**src/rtl/cajero_automatico_pkg.sv**
```systemverilog
// Shared encodings for the ATM transaction controller.
// States, transaction kinds and card kinds.
package cajero_automatico_pkg;

   typedef enum logic [2:0] {
      IDLE       = 3'd0,
      PIN_ENTRY  = 3'd1,
      CHECK      = 3'd2,
      WAIT_MONTO = 3'd3,
      TRANS      = 3'd4,
      LOCKED     = 3'd5,
      DONE       = 3'd6
   } estado_t;

   localparam logic TRANS_DEPOSITO = 1'b0;
   localparam logic TRANS_RETIRO   = 1'b1;

   localparam logic TARJETA_PROPIA = 1'b0;
   localparam logic TARJETA_AJENA  = 1'b1;

   localparam int unsigned MAX_FALLOS = 3;

endpackage

```
**src/rtl/cajero_automatico.sv**
```systemverilog
// ATM transaction controller: PIN entry, PIN check with lockout,
// and a single deposit or withdrawal against an internal balance.
module cajero_automatico
   import cajero_automatico_pkg::*;
#(
   parameter logic [63:0] BALANCE_INICIAL = 64'd50000,
   parameter logic [31:0] COMISION_FIJA   = 32'd100
) (
   input  logic        clk,
   input  logic        reset,
   input  logic        TARJETA_RECIBIDA,
   input  logic        TIPO_DE_TARJETA,
   input  logic [15:0] PIN,
   input  logic [3:0]  DIGITO,
   input  logic        DIGITO_STB,
   input  logic        TIPO_TRANS,
   input  logic [31:0] MONTO,
   input  logic        MONTO_STB,
   output logic        BALANCE_ACTUALIZADO,
   output logic        ENTREGAR_DINERO,
   output logic        FONDOS_INSUFICIENTES,
   output logic        PIN_INCORRECTO,
   output logic        ADVERTENCIA,
   output logic        BLOQUEO,
   output logic        COMISION
);

   estado_t     state, nxt_state;
   logic [63:0] balance, nxt_balance;
   logic [1:0]  fail_cnt, nxt_fail_cnt;
   logic [1:0]  dig_cnt, nxt_dig_cnt;
   logic [15:0] pin_sr, nxt_pin_sr;
   logic        ajena, nxt_ajena;
   logic        tipo, nxt_tipo;
   logic [31:0] monto, nxt_monto;

   logic        nxt_bal_act, nxt_entregar, nxt_fondos;
   logic        nxt_pin_inc, nxt_adv, nxt_bloqueo, nxt_comision;

   logic [63:0] costo;
   logic [1:0]  fail_inc;

   // Cost is widened before adding the fee so it never wraps.
   assign costo = {32'd0, monto} +
                  ((ajena == TARJETA_AJENA) ? {32'd0, COMISION_FIJA} : 64'd0);
   assign fail_inc = fail_cnt + 2'd1;

   always_comb begin
      nxt_state    = state;
      nxt_balance  = balance;
      nxt_fail_cnt = fail_cnt;
      nxt_dig_cnt  = dig_cnt;
      nxt_pin_sr   = pin_sr;
      nxt_ajena    = ajena;
      nxt_tipo     = tipo;
      nxt_monto    = monto;
      nxt_bal_act  = 1'b0;
      nxt_entregar = 1'b0;
      nxt_fondos   = 1'b0;
      nxt_pin_inc  = 1'b0;
      nxt_comision = 1'b0;
      nxt_adv      = ADVERTENCIA;
      nxt_bloqueo  = BLOQUEO;

      unique case (state)
         IDLE: begin
            if (TARJETA_RECIBIDA) begin
               nxt_state   = PIN_ENTRY;
               nxt_pin_sr  = 16'd0;
               nxt_dig_cnt = 2'd0;
               nxt_ajena   = TIPO_DE_TARJETA;
            end
         end
         PIN_ENTRY: begin
            if (!TARJETA_RECIBIDA) begin
               nxt_state = IDLE;
               nxt_adv   = 1'b0;
            end else if (DIGITO_STB) begin
               nxt_pin_sr  = {pin_sr[11:0], DIGITO};
               nxt_dig_cnt = dig_cnt + 2'd1;
               if (dig_cnt == 2'd3)
                  nxt_state = CHECK;
            end
         end
         CHECK: begin
            nxt_dig_cnt = 2'd0;
            nxt_pin_sr  = 16'd0;
            if (pin_sr == PIN) begin
               nxt_fail_cnt = 2'd0;
               nxt_adv      = 1'b0;
               nxt_state    = WAIT_MONTO;
            end else begin
               nxt_fail_cnt = fail_inc;
               nxt_pin_inc  = 1'b1;
               nxt_state    = PIN_ENTRY;
               if (fail_inc == 2'd2)
                  nxt_adv = 1'b1;
               if (32'(fail_inc) == MAX_FALLOS) begin
                  nxt_bloqueo = 1'b1;
                  nxt_state   = LOCKED;
               end
            end
         end
         WAIT_MONTO: begin
            if (!TARJETA_RECIBIDA) begin
               nxt_state = IDLE;
               nxt_adv   = 1'b0;
            end else if (MONTO_STB) begin
               nxt_tipo  = TIPO_TRANS;
               nxt_monto = MONTO;
               nxt_state = TRANS;
            end
         end
         TRANS: begin
            nxt_state = DONE;
            if (tipo == TRANS_DEPOSITO) begin
               nxt_balance = balance + {32'd0, monto};
               nxt_bal_act = 1'b1;
            end else if (costo <= balance) begin
               nxt_balance  = balance - costo;
               nxt_bal_act  = 1'b1;
               nxt_entregar = 1'b1;
               nxt_comision = (ajena == TARJETA_AJENA);
            end else begin
               nxt_fondos = 1'b1;
            end
         end
         LOCKED: begin
            nxt_bloqueo = 1'b1;
         end
         DONE: begin
            nxt_adv = 1'b0;
            if (!TARJETA_RECIBIDA)
               nxt_state = IDLE;
         end
         default: begin
            nxt_state = IDLE;
         end
      endcase
   end

   always_ff @(posedge clk or negedge reset) begin
      if (!reset) begin
         state                <= IDLE;
         balance              <= BALANCE_INICIAL;
         fail_cnt             <= 2'd0;
         dig_cnt              <= 2'd0;
         pin_sr               <= 16'd0;
         ajena                <= TARJETA_PROPIA;
         tipo                 <= TRANS_DEPOSITO;
         monto                <= 32'd0;
         BALANCE_ACTUALIZADO  <= 1'b0;
         ENTREGAR_DINERO      <= 1'b0;
         FONDOS_INSUFICIENTES <= 1'b0;
         PIN_INCORRECTO       <= 1'b0;
         ADVERTENCIA          <= 1'b0;
         BLOQUEO              <= 1'b0;
         COMISION             <= 1'b0;
      end else begin
         state                <= nxt_state;
         balance              <= nxt_balance;
         fail_cnt             <= nxt_fail_cnt;
         dig_cnt              <= nxt_dig_cnt;
         pin_sr               <= nxt_pin_sr;
         ajena                <= nxt_ajena;
         tipo                 <= nxt_tipo;
         monto                <= nxt_monto;
         BALANCE_ACTUALIZADO  <= nxt_bal_act;
         ENTREGAR_DINERO      <= nxt_entregar;
         FONDOS_INSUFICIENTES <= nxt_fondos;
         PIN_INCORRECTO       <= nxt_pin_inc;
         ADVERTENCIA          <= nxt_adv;
         BLOQUEO              <= nxt_bloqueo;
         COMISION             <= nxt_comision;
      end
   end

endmodule

```
**config.mk**
```make
export PLATFORM = sky130hd
export DESIGN_NAME = cajero_automatico
export DESIGN_NICKNAME = d
export VERILOG_FILES = /design/src/rtl/cajero_automatico_pkg.sv /design/src/rtl/cajero_automatico.sv
export SDC_FILE = /design/constraint.sdc
export NUM_CORES = 1
export LEC_CHECK = 0
export ABC_AREA = 0
export CORE_MARGIN = 2
export CORE_UTILIZATION = 59
export DETAILED_ROUTE_END_ITERATION = 10
export DONT_BUFFER_PORTS = 1
export PLACE_DENSITY = 0.78
export SYNTH_ARGS = -nofsm -noshare
export SYNTH_HDL_FRONTEND = slang
export SYNTH_SLANG_ARGS = --single-unit
export TNS_END_PERCENT = 10
```
**constraint.sdc**
```tcl
create_clock -name clk -period 4 [get_ports clk]
set_clock_uncertainty 0.2 [all_clocks]
set_input_delay 0.6 -clock clk [delete_from_list [all_inputs] [get_ports clk]]
set_output_delay 0.6 -clock clk [all_outputs]
set_load 0.05 [all_outputs]
```
==> flow_metrics.py <==
metrics = {
    "status": {
        "status": "finished with violations",
        "failed_checks": "design-rule violations, negative setup slack",
    },
    "worst_setup_path": {
        "path_class": "reg -> reg",
        "crit_required_ns": 4.11,
        "end_kind": "register",
        "worstPathArrival_ns": 4.68,
        "path_max_fanout": 5,
        "slowest_delay_ns": 0.49,
        "critPathLaunchType": "register",
        "critPathSlowestCell": "dfrtp_2",
        "crit_chain": "ha_4 -> ha_4 -> a31oi_4 -> nor2b_4 -> nor2_4 -> nor2_4 -> buf_6 -> buf_6 -> buf_4 -> xnor2_1 -> ha_1 -> and2_1 -> or3b_2 -> a21oi_2 -> o21ai_1 -> nand2_1 -> buf_4 -> a31oi_1 -> o21ai_0 -> a211oi_1 -> xor2_1",
    },
    "clocking": {
        "root_buffer": "clkbuf_16",
        "cts_tree": "yes",
        "path_clk_slew_ns": 0.07,
        "cts.path.max_buffers": 2,
        "cts_buffers": 17,
        "clock_latency_ns": 0.44,
        "clock-sinks": 128,
        "htreeDepth": 4,
    },
    "global_routing": {
        "grt_pass1_vias": 10800,
        "grt_max_degree": 129,
        "antenna_found_initial": 2,
        "track_usage_pct": 35.5,
        "grt_pass1_wl_um": 55900,
        "gr-total-overflow": 0,
    },
    "logic_synthesis": {
        "synthCells": 1340,
        "synth_area_leader_cell": "dfrtp_1",
        "synth.area.top_cells": "dfrtp_1 28%, ha_1 8.4%, nand2_1 5.7%",
        "synth_area_um2": 10900,
        "synth.top_cell.area_share_pct": 27.9,
        "syn_avg_cell_area_um2": 8.16,
        "synth_warnings": 0,
        "seq_area_frac_synth_pct": 29.4,
        "synth_edf_count": 0,
        "ys_seq_elements": 128,
        "syn_nets": 1474,
        "yosysUniqueCellTypes": 74,
        "async_flop_share_pct": 100,
        "ys.flop_type": "dfrtp_1",
    },
    "route": {
        "via_per_inst": 6.48,
        "vias": 11100,
        "routed_wl_um": 34500,
        "first_pass_iters": 10,
        "drtIter0Drc": 1266,
        "ant_nets": 0,
        "detail_route.wl_per_cell_um": 20.0,
        "drcViolationCount": 4,
    },
    "cells_and_area": {
        "num-fill-cells": 1341,
        "fin_area_um2": 13400,
        "drive_above_1_share_pct": 22.7,
        "layout.nets": 1612,
        "syn_to_final_growth_pct": 22.7,
    },
    "die": {
        "start_util_pct": 60.4,
        "coreArea_um2": 18100,
        "die-area_um2": 19600,
        "rows": 49,
        "ioPinCount": 66,
        "dieHeight_um": 140,
        "dieWidth_um": 140,
    },
    "sta": {
        "relSlewSlack_pct": 19.7,
        "max_freq_mhz": 219,
        "rsz0062_at_grt": "yes",
        "layout_setup_ws_ns": -0.564,
        "final_hold_viol_count": 0,
        "setup_viol": 68,
        "drv_slew": 0,
        "worst_pin_slew_ns": 1.20,
        "fin_crit_sh_pct": 114,
        "period_needed_ns": 4.56,
    },
    "placed_design": {
        "pre_cts_ws_ns": -0.609,
        "hpwl_um": 25200,
        "numPortBuffers": 0,
        "placed_cell_area_um2": 12400,
        "place.gp.congestion": 1.00,
    },
    "job": {
        "max_cap_violations": 0,
    },
    "worst_hold_path": {
        "hp-class": "in -> reg",
    },
}
==> flip-flops by register name (all words and copies together) (netlist names) <==
name,count
ajena,1
COMISION,1
monto,32
ENTREGAR_DINERO,1
ADVERTENCIA,1
tipo,1
FONDOS_INSUFICIENTES,1
balance,64
fail_cnt,2
BLOQUEO,1
PIN_INCORRECTO,1
pin_sr,16
state,3
BALANCE_ACTUALIZADO,1
dig_cnt,2
==> critical path: cells and delay by family, from the launching register on <==
family	cells	cell delay (ns)
flip-flops	1	0.49
AND/OR/NAND/NOR	6	1.13
AO/OA/AOI/OAI	6	1.05
adder cells (fa/ha/maj)	3	0.72
XOR/XNOR	2	0.28
buffers and inverters	4	0.57
==> kinds of logic (layout without fill, tap and decap cells) <==
family	after synthesis	count (layout)	share of synthesized area, %
other cells	0	1	0
compound gates	361	361	21.1
simple gates	501	501	22.4
fa+ha+maj	75	75	8.72
mux	39	39	3.96
flops	128	128	29.4
xor+xnor	133	133	10.7
buf+inv	103	254	3.86
==> area by class of cell <==
type	count	area, µm²	share of cell area (%)
timing repair buffer	193	1540	11.5
tap	229	287	2.14
inverter	29	114	0.849
clock buffer	17	425	3.17
antenna	1	2.50	0.0187
multi-input combinational	1109	7640	57.0
clock inverter	15	186	1.39
sequential	128	3210	24.0
==> path summary, 6_finish.rpt <==
| path | from | end | slack, ns | cells after the start |
|---|---|---|---|---|
| setup / recovery | ajena | balance[63] | -0.56 | 21 |
| hold reg to reg | balance[63] | balance[63] | 0.28 | 1 |
| max in group asynchronous | reset | tipo | 2.44 | 2 |
| min in group asynchronous | reset | balance[5] | 0.55 | 2 |
| hold / removal | DIGITO[1] | pin_sr[1] | 0.09 | 2 |
| setup reg to reg | ajena | balance[63] | -0.56 | 21 |
==> stage by stage <==
step | std cells | setup TNS (ns) | utilization, % | hold slack (ns)
detailed placement | 1671 | -32.34 | 68.4 | 0.108
global route | 1720 | -44.16 | 74.1 | 0.0864
CTS | 1715 | -24.58 | 73.2 | 0.0827
finish | 1721 | -29.79 | 74.2 | 0.0870
global placement | 1671 | -19.14 | 68.4 | 0.108
floorplan | 1340 | -5.93 | - | 0.104
==> cells in the final DEF, fill, tap and decap left out, types with 7 or more instances in the layout <==
master / instances
nand4_1: 43
buf_6: 7
nand2_1: 162
o21ai_1: 33
o211ai_1: 16
nor2b_1: 13
nand3_1: 37
o21ai_0: 55
buf_4: 181
xnor2_1: 67
and3_1: 14
and4_1: 7
or3_1: 7
o21a_1: 15
a31oi_1: 7
clkbuf_16: 18
a21oi_1: 98
nor4_1: 18
nand2b_1: 22
nor2_1: 92
xor2_1: 66
and2_1: 7
a21o_1: 22
mux2_2: 34
a21oi_2: 8
a211oi_1: 10
a211oi_2: 7
inv_6: 7
o21bai_1: 11
inv_1: 28
dfrtp_1: 120
o31ai_1: 7
nor3_1: 33
ha_1: 66
==> cell usage after synthesis (8+ instances only) <==
cell type	instances
a211oi_1	17
mux2_2	34
nand3_1	38
and3_1	17
nand4_1	43
nor2b_1	14
clkbuf_1	60
o211ai_1	16
xor2_1	66
a31oi_1	10
nor2_1	100
dfrtp_1	122
a21o_1	23
nand2_1	167
xnor2_1	67
nand2b_1	22
ha_1	73
nor3_1	34
o21ai_1	27
o22ai_1	8
and2_1	8
o21a_1	15
o21ai_0	63
o21bai_1	11
nor4_1	19
inv_1	28
a21oi_1	106
==> what timing repair did <==
item | CTS | global route
hold buffers | 2 | 0
gates cloned | 0 | 1
hold endpoints to repair | 128 | 0
buffers inserted | 10 | 4
pin swaps | 23 | 12
gates resized for setup | 40 | 24
setup endpoints to repair | 68 | 68
==> per-layer routing <==
metal	part of all wire (%)	wire, µm	up-vias	global-route usage, %
met2	47	16100	558	57.5
met5	0	0	-	0
met3	8.2	2840	88	7.04
met1	42	14400	5327	46.8
li1	-	-	5173	-
met4	3.3	1140	0	14.6
Power is not shown: default switching activity piles up to over one toggle a cycle in this logic, so the estimate is an artifact.
